`src/rtl/ita_mask_gen.sv`:
```
// Attention-mask generator for the QK step: tracks row/column from a beat counter and emits one N-lane mask per beat.
// Optional sequence-length padding is enabled by defining ITA_MASK_PADDING_EN (adds port seq_len_i).
module ita_mask_gen #(
  parameter int N  = 16,
  parameter int M  = 64,
  parameter int CW = 16,
  parameter int SW = 8
) (
  input  logic          clk_i,
  input  logic          rst_ni,
  input  logic [2:0]    mode_i,
  input  logic [CW-1:0] offset_i,
  input  logic [SW-1:0] stride_i,
  input  logic [SW-1:0] window_i,
  input  logic          tile_start_i,
  input  logic [CW-1:0] tile_x_i,
  input  logic [CW-1:0] tile_y_i,
`ifdef ITA_MASK_PADDING_EN
  input  logic [CW-1:0] seq_len_i,
`endif
  input  logic          en_i,
  input  logic          last_inner_i,
  output logic          ready_o,
  output logic [N-1:0]  mask_o,
  output logic          mask_valid_o
);

  localparam int LOGM  = $clog2(M);
  localparam int LOGN  = $clog2(N);
  localparam int BEATS = M * M / N;
  localparam int BW    = $clog2(BEATS);
  localparam int PW    = $clog2(CW + 1);
  localparam logic [CW-1:0] STEP_C  = CW'(M - 1 + N);
  localparam logic [BW-1:0] LAST_B  = BW'(BEATS - 1);
  localparam logic [PW-1:0] PREP_END = PW'(CW);

  typedef enum logic [1:0] {IDLE, PREP, RUN} state_t;
  typedef enum logic [2:0] {
    M_NONE, M_UPPER, M_LOWER, M_STRIDED, M_UPPER_STR, M_LOWER_STR, M_WINDOW, M_STR_WINDOW
  } mode_t;

  state_t state, state_next;

  mode_t         mode_q;
  logic [CW-1:0] offset_q;
  logic [SW-1:0] stride_q;
  logic [SW-1:0] window_q;
  logic [CW-1:0] tile_x_q;
  logic [CW-1:0] tile_y_q;
`ifdef ITA_MASK_PADDING_EN
  logic [CW-1:0] seq_len_q;
  logic [CW-1:0] col0;
`endif

  logic [PW-1:0] prep_cnt;
  logic [CW-1:0] d_base;
  logic [SW-1:0] r_base;
  logic [SW-1:0] k_q;
  logic          neg_q;
  logic [CW-1:0] div_a, div_b;
  logic [SW-1:0] rem_a, rem_b;

  logic [BW-1:0] beat;
  logic [CW-1:0] d0;
  logic [SW-1:0] r0;
  logic [N-1:0]  lane_mask;

  logic [CW-1:0] tile_diff, d_base_calc, d_mag;
  logic [SW-1:0] rem_a_nxt, rem_b_nxt, r_base_fin;
  logic [SW:0]   r_sum, r_wrap;
  logic          accept;

  function automatic logic [SW-1:0] rem_step(input logic [SW-1:0] rem, input logic bit_in,
                                             input logic [SW-1:0] s);
    logic [SW:0] t;
    t = {rem, bit_in};
    if (t >= {1'b0, s}) t = t - {1'b0, s};
    return t[SW-1:0];
  endfunction

  always_ff @(posedge clk_i or negedge rst_ni) begin
    if (!rst_ni) state <= IDLE;
    else         state <= state_next;
  end

  always_comb begin
    state_next = state;
    ready_o    = 1'b0;
    if (tile_start_i) begin
      state_next = PREP;
    end else begin
      case (state)
        IDLE: state_next = IDLE;
        PREP: if (prep_cnt == PREP_END) state_next = RUN;
        RUN:  state_next = RUN;
        default: state_next = IDLE;
      endcase
    end
    if (state == RUN) ready_o = 1'b1;
  end

  assign accept = (state == RUN) && en_i && !tile_start_i;

  // Diagonal distance of the tile's first lane, and its magnitude for the remainder units.
  assign tile_diff   = tile_x_q - tile_y_q;
  assign d_base_calc = (tile_diff << LOGM) + offset_q;
  assign d_mag       = d_base_calc[CW-1] ? (~d_base_calc + 1'b1) : d_base_calc;

  assign rem_a_nxt  = rem_step(rem_a, div_a[CW-1], stride_q);
  assign rem_b_nxt  = rem_step(rem_b, div_b[CW-1], stride_q);
  assign r_base_fin = (neg_q && rem_a_nxt != '0) ? (stride_q - rem_a_nxt) : rem_a_nxt;

  assign r_sum  = {1'b0, r0} + {1'b0, k_q};
  assign r_wrap = (r_sum >= {1'b0, stride_q}) ? (r_sum - {1'b0, stride_q}) : r_sum;

  always_ff @(posedge clk_i or negedge rst_ni) begin
    if (!rst_ni) begin
      mode_q   <= M_NONE;
      offset_q <= '0;
      stride_q <= '0;
      window_q <= '0;
      tile_x_q <= '0;
      tile_y_q <= '0;
`ifdef ITA_MASK_PADDING_EN
      seq_len_q <= '0;
`endif
      prep_cnt <= '0;
      d_base   <= '0;
      r_base   <= '0;
      k_q      <= '0;
      neg_q    <= 1'b0;
      div_a    <= '0;
      div_b    <= '0;
      rem_a    <= '0;
      rem_b    <= '0;
      beat     <= '0;
      d0       <= '0;
      r0       <= '0;
    end else if (tile_start_i) begin
      mode_q   <= mode_t'(mode_i);
      offset_q <= offset_i;
      stride_q <= (stride_i == '0) ? SW'(1) : stride_i;
      window_q <= window_i;
      tile_x_q <= tile_x_i;
      tile_y_q <= tile_y_i;
`ifdef ITA_MASK_PADDING_EN
      seq_len_q <= seq_len_i;
`endif
      prep_cnt <= '0;
      beat     <= '0;
    end else begin
      case (state)
        PREP: begin
          if (prep_cnt == '0) begin
            d_base <= d_base_calc;
            neg_q  <= d_base_calc[CW-1];
            div_a  <= d_mag;
            div_b  <= STEP_C;
            rem_a  <= '0;
            rem_b  <= '0;
          end else begin
            div_a <= div_a << 1;
            div_b <= div_b << 1;
            rem_a <= rem_a_nxt;
            rem_b <= rem_b_nxt;
          end
          // Last division step lands here; the sign fix-up is folded into the hand-off to RUN.
          if (prep_cnt == PREP_END) begin
            prep_cnt <= '0;
            r_base   <= r_base_fin;
            k_q      <= rem_b_nxt;
            d0       <= d_base;
            r0       <= r_base_fin;
            beat     <= '0;
          end else begin
            prep_cnt <= prep_cnt + 1'b1;
          end
        end
        RUN: begin
          if (en_i) begin
            if (beat == LAST_B) begin
              beat <= '0;
              d0   <= d_base;
              r0   <= r_base;
            end else begin
              beat <= beat + 1'b1;
              if (&beat[LOGM-1:0]) begin
                d0 <= d0 + STEP_C;
                r0 <= r_wrap[SW-1:0];
              end else begin
                d0 <= d0 - 1'b1;
                r0 <= (r0 == '0) ? (stride_q - 1'b1) : (r0 - 1'b1);
              end
            end
          end
        end
        default: ;
      endcase
    end
  end

`ifdef ITA_MASK_PADDING_EN
  assign col0 = (tile_x_q << LOGM) + ((CW'(beat) >> LOGM) << LOGN);
`endif

  always_comb begin : lane_logic
    logic [SW:0]          r;
    logic signed [CW-1:0] d;
    logic signed [CW-1:0] neg_w;
    logic                 upper, lower, outside, res, b;
    lane_mask = '0;
    r         = {1'b0, r0};
    neg_w     = -$signed(CW'(window_q));
    for (int i = 0; i < N; i++) begin
      if (i > 0) r = ((r + 1'b1) == {1'b0, stride_q}) ? '0 : (r + 1'b1);
      d       = $signed(d0 + CW'(i));
      upper   = d > 0;
      lower   = d < 0;
      outside = upper || (d < neg_w);
      res     = (r != '0);
      case (mode_q)
        M_UPPER:      b = upper;
        M_LOWER:      b = lower;
        M_STRIDED:    b = res;
        M_UPPER_STR:  b = upper | res;
        M_LOWER_STR:  b = lower | res;
        M_WINDOW:     b = outside;
        M_STR_WINDOW: b = outside | res;
        default:      b = 1'b0;
      endcase
`ifdef ITA_MASK_PADDING_EN
      if ((col0 + CW'(i)) >= seq_len_q) b = 1'b1;
`endif
      lane_mask[i] = b;
    end
  end

  always_ff @(posedge clk_i or negedge rst_ni) begin
    if (!rst_ni) begin
      mask_o       <= '0;
      mask_valid_o <= 1'b0;
    end else begin
      mask_o       <= (accept && last_inner_i) ? lane_mask : '0;
      mask_valid_o <= accept;
    end
  end

endmodule

```
`config.mk`:
```
export PLATFORM = sky130hd
export DESIGN_NAME = ita_mask_gen
export DESIGN_NICKNAME = d
export VERILOG_FILES = /design/src/rtl/ita_mask_gen.sv
export SDC_FILE = /design/constraint.sdc
export NUM_CORES = 1
export LEC_CHECK = 0
export CELL_PAD_IN_SITES_DETAIL_PLACEMENT = 0
export CELL_PAD_IN_SITES_GLOBAL_PLACEMENT = 2
export CORE_MARGIN = 1
export CORE_UTILIZATION = 38
export DETAILED_ROUTE_END_ITERATION = 10
export GPL_TIMING_DRIVEN = 0
export PLACE_DENSITY_LB_ADDON = 0.15
export SYNTH_ARGS = -nofsm -noshare
export SYNTH_HDL_FRONTEND = slang
export SYNTH_SLANG_ARGS = --single-unit
export TNS_END_PERCENT = 50
```
`constraint.sdc`:
```
create_clock -name clk_i -period 41.1 [get_ports clk_i]
set_input_delay 4.11 -clock clk_i [delete_from_list [all_inputs] [get_ports clk_i]]
set_output_delay 4.11 -clock clk_i [all_outputs]
set_load 0.05 [all_outputs]
```
# Yosys cells after proc, flatten, opt, wreduce, memory -nomap -nowiden
# Cells that the tools add are included.
# totals
register_bits	192
in_bits	72
out_inout_bits	18
wordCells	312
# op_classes
addsub	45
order_cmp	51
n_eq_ne	30
n_mux	65
bitwise	50
n_reduce_logical	50
# op_table
operator	count
16-bit by 1-bit greater-than comparator with 1-bit output, second input constant	16
16-bit by 1-bit less-than comparator with 1-bit output, second input constant	16
16-bit less-than comparator	16
9-bit by 8-bit == test with 1-bit output	15
9-bit two-way mux	15
9-bit nonzero test	15
16-bit by 4-bit adder with 16-bit output, second input constant	8
16-bit two-way mux	8
8-bit two-way mux	16
9-bit by 1-bit adder with 9-bit output, second input constant	14
1-bit one-hot mux with 7 select lines	16
16-bit by 3-bit adder with 16-bit output, second input constant	4
1-bit OR	48
16-bit by 1-bit adder with 16-bit output, second input constant	2
16-bit by 2-bit adder with 16-bit output, second input constant	2
16-bit one-hot mux with 2 select lines	1
8-bit one-hot mux with 2 select lines	2
8-bit subtractor	4
9-bit by 8-bit greater-or-equal comparator with 1-bit output	3
16-bit adder	1
16-bit by 7-bit adder with 16-bit output, second input constant	1
8-bit logical NOT	2
1-bit logical OR	16
8-bit negation with 16-bit output	1
other kinds (32)	49

# Logic depth before layout (Yosys ltp)
# Gate-level depths: netlist (run 1).
# depth
ltp_word	49
depth_mapped	187

# Least setup slack after synthesis (run 1)
# No wires, ideal clock.
# synth_path
path_kind	reg-to-reg
from	reg r0[1]
to	reg mask_o[15]
setup_time_ns	0.119
arrival_time_ns	33.045
slack_ns	7.936
path_stages_with_launch	178
cell_sequence	dfrtp_1 -> ha_1 -> buf_4 -> nand3_2 -> or2_1 -> a221oi_2 -> nand2_1 -> o21ai_1 -> inv_1 -> ha_1 -> clkbuf_1 -> and4b_1 -> nor3_1 -> nor2_1 -> o21ai_0 -> o22ai_1 -> nor4_4 -> nand3_1 -> [... 142 more ...] -> mux2_1 -> and4_1 -> a211oi_1 -> o211a_1 -> a31oi_1 -> a211oi_1 -> buf_2 -> nand2b_1 -> inv_1 -> ha_1 -> clkbuf_1 -> inv_1 -> a211oi_1 -> xor2_1 -> o21ai_0 -> and4b_1 -> a311oi_1 -> a21bo_1
# synth_via
elab_chain_cells	49
# synth_lines
item	line_no	source
from (decl)	65	logic [SW-1:0] r0;
from (signal assigned)	173	r0 <= r_base_fin;
from (signal assigned)	184	r0 <= r_base;
from (signal assigned)	189	r0 <= r_wrap[SW-1:0];
8-bit by 1-bit adder with 9-bit output (*)	215	if (i > 0) r = ((r + 1'b1) == {1'b0, stride_q}) ? '0 : (r + 1'b1);
9-bit by 8-bit == test with 1-bit output	215	
9-bit two-way mux (*)	215	
9-bit by 1-bit adder with 9-bit output (*)	215	
9-bit by 8-bit == test with 1-bit output	215	
9-bit two-way mux (*)	215	
9-bit by 1-bit adder with 9-bit output (*)	215	
9-bit by 8-bit == test with 1-bit output	215	
[... 33 more ...]	-	
9-bit two-way mux (*)	215	
9-bit by 1-bit adder with 9-bit output (*)	215	
9-bit by 8-bit == test with 1-bit output	215	
9-bit two-way mux (*)	215	
9-bit nonzero test (*)	220	res = (r != '0);
1-bit OR, on equally long branches	228, 225, 226	
1-bit one-hot mux with 7 select lines (*)	221	case (mode_q)
16-bit two-way mux (*)	243	mask_o <= (accept && last_inner_i) ? lane_mask : '0;
to (signal assigned)	243	
to (decl)	24	output logic [N-1:0] mask_o,
# Every way passes the cells marked *; elsewhere a longest branch is shown, timed or not.
# A chain may end at the register's enable or synchronous reset.

# Final worst setup path (run 1)
# layout_path
from	reg r0[0]
to	reg mask_o[15]
# The elaborated chain is that of the path after synthesis.

==> results of run 1 <==
[layer usage]
layer  share of wire, %  global-route usage [%]
met5              0.011                       0
met4                2.0                    6.08
met3                4.9                    2.69
met2                 43                    45.6
met1                 50                    43.5
[critical path, delay by kind of cell, from the launching register on]
family,cells,cell delay [ns]
AO/OA/AOI/OAI,49,11.74
XOR/XNOR,9,1.97
adder cells (fa/ha/maj),15,3.85
buffers and inverters,42,7.68
flip-flops,1,0.45
multiplexers,4,1.09
AND/OR/NAND/NOR,58,11.99
[final timing paths]
check	to	cells past startpoint	slack, ns
min reg2reg	div_b[4]$_DFFE_PN0P_	2	0.48
max reg2reg	mask_o[15]$_DFF_PN0_	177	2.08
min	div_b[4]$_DFFE_PN0P_	2	0.48
min in group asynchronous	tile_x_q[1]$_DFFE_PN0P_	1	3.63
max in group asynchronous	rem_b[6]$_DFFE_PN0P_	2	36.51
max	mask_o[15]$_DFF_PN0_	177	2.08
[logic make-up after synthesis]
| logic type | synth area share [%] |
|---|---|
| fa+ha+maj | 15.1 |
| compound gates | 24.2 |
| buf+inv | 4.84 |
| simple gates | 24.9 |
| xor+xnor | 12.1 |
| flops | 16.3 |
| mux | 2.60 |
[stage by stage]
| stage | hold WS (ns) | std cells |
|---|---|---|
| floorplan | 0.446 | 3931 |
| global placement | 0.461 | 5037 |
| detailed placement | 0.471 | 5053 |
| CTS | 0.488 | 5087 |
| global route | 0.496 | 5113 |
| finish | 0.485 | 5113 |
[cells in the final DEF (no fill, tap or decap), types with 47 or more instances in the layout]
| cell | netlist | routed |
|---|---|---|
| a31oi_1 | 48 | 47 |
| nand2b_1 | 79 | 79 |
| buf_4 | 8 | 48 |
| nand2_1 | 421 | 417 |
| nor4_1 | 52 | 48 |
| nor2_1 | 349 | 348 |
| nor2b_1 | 77 | 77 |
| ha_1 | 342 | 337 |
| inv_1 | 137 | 136 |
| a21oi_1 | 276 | 270 |
| a21o_1 | 70 | 70 |
| xnor2_1 | 219 | 214 |
| clkbuf_1 | 153 | 136 |
| xor2_1 | 159 | 155 |
| nor3_1 | 104 | 101 |
| nand3_1 | 113 | 110 |
| o21ai_0 | 304 | 303 |
| nand4_1 | 60 | 60 |
| dfrtp_1 | 191 | 190 |
| clkdlybuf4s50_1 | 0 | 75 |
[repair_timing]
action / 4_1_cts / 5_1_grt
pin swaps: 2 / 11
endpoints found under the setup margin: 3 / 3
buffers inserted: 3 / 30
gates resized for setup: 29 / 45
[cell type report]
class | instances | area, um2 | share of cell area, %
Timing Repair Buffer | 125 | 1190 | 3.64
Buffer | 210 | 876 | 2.67
Tap cell | 1030 | 1290 | 3.93
Multi-Input combinational cell | 3381 | 23500 | 71.7
Clock buffer | 18 | 439 | 1.34
Clock inverter | 14 | 145 | 0.443
Inverter | 144 | 547 | 1.67
Sequential cell | 191 | 4780 | 14.6
[state kept, by name (all words and copies together), names as in the netlist, 10 cells and up]
register,count
mask_o,16
div_b,16
tile_y_q,10
div_a,16
d_base,16
offset_q,16
d0,16
tile_x_q,10
==> flow_summary.yaml, run 1 <==
run_status:
  status: "finished with violations"
  violations: "max-capacitance violations, max-slew violations"
placed_design:
  gp_congestion: 0.991
  dpl.hpwl_mm: 91.8
  place_ws_ns: -3.52
  placed_area_um2: 31700
  io_buffers: 76
global_route:
  grt_pass1_wl_mm: 179
  grt_max_degree: 100
  antenna_found_initial: 4
  grt.overflow.total: 0
  grt_pass1_vias: 29000
  grt_usage_pct: 29.3
sta:
  worst_pin_slew_ns: 1.53
  tns_ns: 0
  fin_crit_sh_pct: 94.9
  hold_violations: 0
  setup_ws_ns: 2.08
  slew_headroom_pct: -1.99
  clock_skew_ns: 0.0178
  setup_viol: 0
  max_freq_ghz: 0.0256
  fin_crit_ns: 39.02
  slew_viol_final: 13
floorplanning:
  fp-row-count: 101
  io_pins: 90
  die_width_um: 280
  die_area_um2: 78400
  initial_utilization_pct: 38.5
  dieHeight_um: 280
  core-area_um2: 76200
logic_synthesis:
  yosys_most_used_dff: "dfrtp_1"
  synth_fp_nets: 4352
  yosys_warnings: 0
  synth_common_cells: "nand2_1, nor2_1, ha_1"
  yosysTopAreaCellShare_pct: 16.3
  synth_most_common_cell: "nand2_1"
  ys_async_sr_fraction_pct: 100
  yosys-top-cells-area: "dfrtp_1, ha_1, xnor2_1, nand2_1, o21ai_0"
  synth_area_per_cell_um2: 7.47
  synth_cells: 3931
  ys_seq_elements: 191
  synth.largest_area_cell: "dfrtp_1"
  synth.distinct_cells: 120
  syn_area_um2: 29400
  synth_edf_count: 0
  yosysSeqAreaShare_pct: 16.3
worst_setup_path:
  crit_fanout: 10
  arrival_ns: 39.38
  reg2reg_from: "r0[0]$_DFFE_PN0P_"
  critPathCaptureType: "register"
  path_common_cell: "inv_1"
  worst_setup_path_start_kind: "register"
  crit_type: "reg2reg"
  cpPeakStageDelay_ns: 0.62
  worst_ep_required_time_ns: 41.46
  setup.worst_path.start: "r0[0]$_DFFE_PN0P_"
  cp_slowest_cell: "or4b_1"
run:
  drv_cap: 1
clock_network:
  cts.sinks: 191
  insertion_delay_ns: 0.47
  root_buffer: "clkbuf_16"
  ctsHtreeMaxLevel: 4
  cts_tree: "built"
  clk_pin_slew_worst_paths_ns: 0.09
  hold_buffers: 0
  cts_buffers: 17
  cts_max_path_buffers: 2
cells_and_area:
  postLayoutCellArea_um2: 32800
  diodes: 0
  utilization_pct: 43.0
  fillCellCount: 8046
  syn2layout_area_growth_pct: 11.6
  drive_gt1_share_pct: 7.45
  finalNetCount: 4491
detailed_routing:
  via_count: 30300
  wirelength_mm: 116
  drt_iter0_drc: 2726
  route.detailed.drc: 0
  antenna_left: 0
  first_pass_iters: 5
  viasPerCell: 5.93
  wire_per_inst_um: 22.7
worst_hold_path:
  hp-class: "reg2reg"
  min_from: "div_b[4]$_DFFE_PN0P_"
Power of run 1 is left out: the tool's default activity adds up to more than one toggle a clock period on the data nets, which glitch-free logic cannot reach.
==> run 2: changes to the inputs <==
--- a/config.mk
+++ b/config.mk
@@ -12,6 +12,7 @@
 export DETAILED_ROUTE_END_ITERATION = 10
 export GPL_TIMING_DRIVEN = 0
 export PLACE_DENSITY_LB_ADDON = 0.15
+export RECOVER_POWER = 25
 export SYNTH_ARGS = -nofsm -noshare
 export SYNTH_HDL_FRONTEND = slang
 export SYNTH_SLANG_ARGS = --single-unit
==> run 2 against run 1 <==
Against the previous run: register-to-register slack got worse by 0.08 ns; sequential cell count unchanged; cell count unchanged; maximum frequency decreased by 0.20%; the flow still finishes with violations (max-capacitance violations, max-slew violations); wire length hardly changed.
==> flow_summary.yaml, run 2 (same netlist as run 1, synthesis figures left out) <==
detailed_routing:
  route.detailed.drc: 0
  viasPerCell: 5.91
  wire_per_inst_um: 22.7
  wirelength_mm: 116
  first_pass_iters: 8
  antenna_left: 0
  drt_iter0_drc: 2678
  via_count: 30200
worst_hold_path:
  hp-class: "reg2reg"
  hold_path_depth: 2
  min_from: "div_b[4]$_DFFE_PN0P_"
  hold_end: "div_b[4]$_DFFE_PN0P_"
clock_network:
  insertion_delay_ns: 0.47
  root_buffer: "clkbuf_16"
  cts.sinks: 191
  clk_pin_slew_worst_paths_ns: 0.08
  cts_max_path_buffers: 2
  ctsHtreeMaxLevel: 4
  hold_buffers: 0
  cts_tree: "built"
  cts_buffers: 17
cells_and_area:
  diodes: 0
  finalNetCount: 4491
  fillCellCount: 8050
  layout_commonest_cell: "nand2_1"
  drive_gt1_share_pct: 7.40
  syn2layout_area_growth_pct: 11.4
  fin_cells: 5113
  final_cell_mix: "nand2_1, nor2_1, ha_1"
  postLayoutCellArea_um2: 32700
worst_setup_path:
  reg2reg_setup_slack_ns: 2.00
  arrival_ns: 39.45
  timing.rr.end: "mask_o[15]$_DFF_PN0_"
  reg2reg_from: "r0[0]$_DFFE_PN0P_"
  worst_setup_path_start_kind: "register"
  worst_ep_required_time_ns: 41.45
  r2r_cells: 174
  crit_fanout: 10
  path_common_cell: "inv_1"
  cpPeakStageDelay_ns: 0.63
  critPathCaptureType: "register"
  cp_slowest_cell: "or4b_1"
  crit_type: "reg2reg"
floorplanning:
  dieHeight_um: 280
  core-area_um2: 76200
  fp-row-count: 101
  die_width_um: 280
  initial_utilization_pct: 38.5
  die_area_um2: 78400
  io_pins: 90
sta:
  hold_violations: 0
  clock_skew_ns: 0.0174
  slew_viol_final: 194
  whs_ns: 0.484
  fin_crit_sh_pct: 95.1
  slew_headroom_pct: -250
  setup_viol: 0
  fin_crit_ns: 39.10
  worst_pin_slew_ns: 5.24
  setup_ws_ns: 2.00
  max_freq_ghz: 0.0256
placed_design:
  place_ws_ns: -3.52
  dp_cells: 5053
  gp_congestion: 0.991
  placed_area_um2: 31700
  io_buffers: 76
  dpl.hpwl_mm: 91.8
global_route:
  antenna_found_initial: 4
  grt_usage_pct: 29.3
  grt_pass1_wl_mm: 179
  grt_max_degree: 100
  grt.overflow.total: 0
  grt_pass1_vias: 29000
run_status:
  status: "finished with violations"
  violations: "max-capacitance violations, max-slew violations"
run:
  drv_cap: 2
==> run 2: cell count changes in the layout (fill, tap and decap cells not counted) <==
cell	change
clkbuf_1	+2
buf_16	-1
buf_8	-1
==> run 2: repair_timing <==
item / CTS / global route
setup endpoints to repair: 3 / 3
pin swaps: 2 / 11
gates resized for setup: 29 / 45
cloned: 0 / 0
buffers inserted: 3 / 30
hold endpoints to repair: 0 / 0
==> run 2: routing by layer <==
metal  track usage [%]  vias to the layer above  wire [um]  part of all wire (%)
met4              6.08                        2       2260                   1.9
li1                  -                    14600          -                     -
met1              43.5                    14600      57600                    50
met3              2.69                      127       5640                   4.9
met5                 0                        -         13                 0.011
met2              45.6                      884      50600                    44
==> run 2: worst max-delay path, delay by kind of cell, from the launching register on <==
family / cells / cell delay, ns
AO/OA/AOI/OAI: 49 / 12.27
XOR/XNOR: 6 / 1.50
adder cells (fa/ha/maj): 15 / 3.84
buffers and inverters: 41 / 7.39
flip-flops: 1 / 0.43
multiplexers: 6 / 1.53
AND/OR/NAND/NOR: 57 / 11.90
==> run 2: area by class of cell <==
cell class | instances | area [um2] | share of cell area [%]
buffer | 210 | 876 | 2.68
clock buffer | 18 | 439 | 1.34
clock inverter | 14 | 145 | 0.444
inverter | 144 | 547 | 1.67
multi-input combinational | 3381 | 23500 | 71.8
sequential | 191 | 4780 | 14.6
tap | 1030 | 1290 | 3.94
timing repair buffer | 125 | 1160 | 3.53
==> run 2: worst max path at each step <==
stage	slack, ns	cells past startpoint	start	endpoint
3_3_place_gp	-3.98	175	r0[1]$_DFFE_PN0P_	mask_o[15]$_DFF_PN0_
5_1_grt	-0.07	175	r0[0]$_DFFE_PN0P_	mask_o[15]$_DFF_PN0_
3_5_place_dp	-3.52	175	r0[1]$_DFFE_PN0P_	mask_o[15]$_DFF_PN0_
4_1_cts	0.05	177	r0[0]$_DFFE_PN0P_	mask_o[15]$_DFF_PN0_
6_report	2.00	174	r0[0]$_DFFE_PN0P_	mask_o[15]$_DFF_PN0_
2_1_floorplan	7.94	177	r0[1]$_DFFE_PN0P_	mask_o[15]$_DFF_PN0_
==> run 2: per-stage QoR <==
stage	setup TNS [ns]	util (%)
CTS	0	42.5
global placement	-9.11	41.2
floorplan	0	-
detailed placement	-7.91	41.6
finish	0	42.9
global route	-0.0706	42.9
Power of run 2 is left out for the same reason.
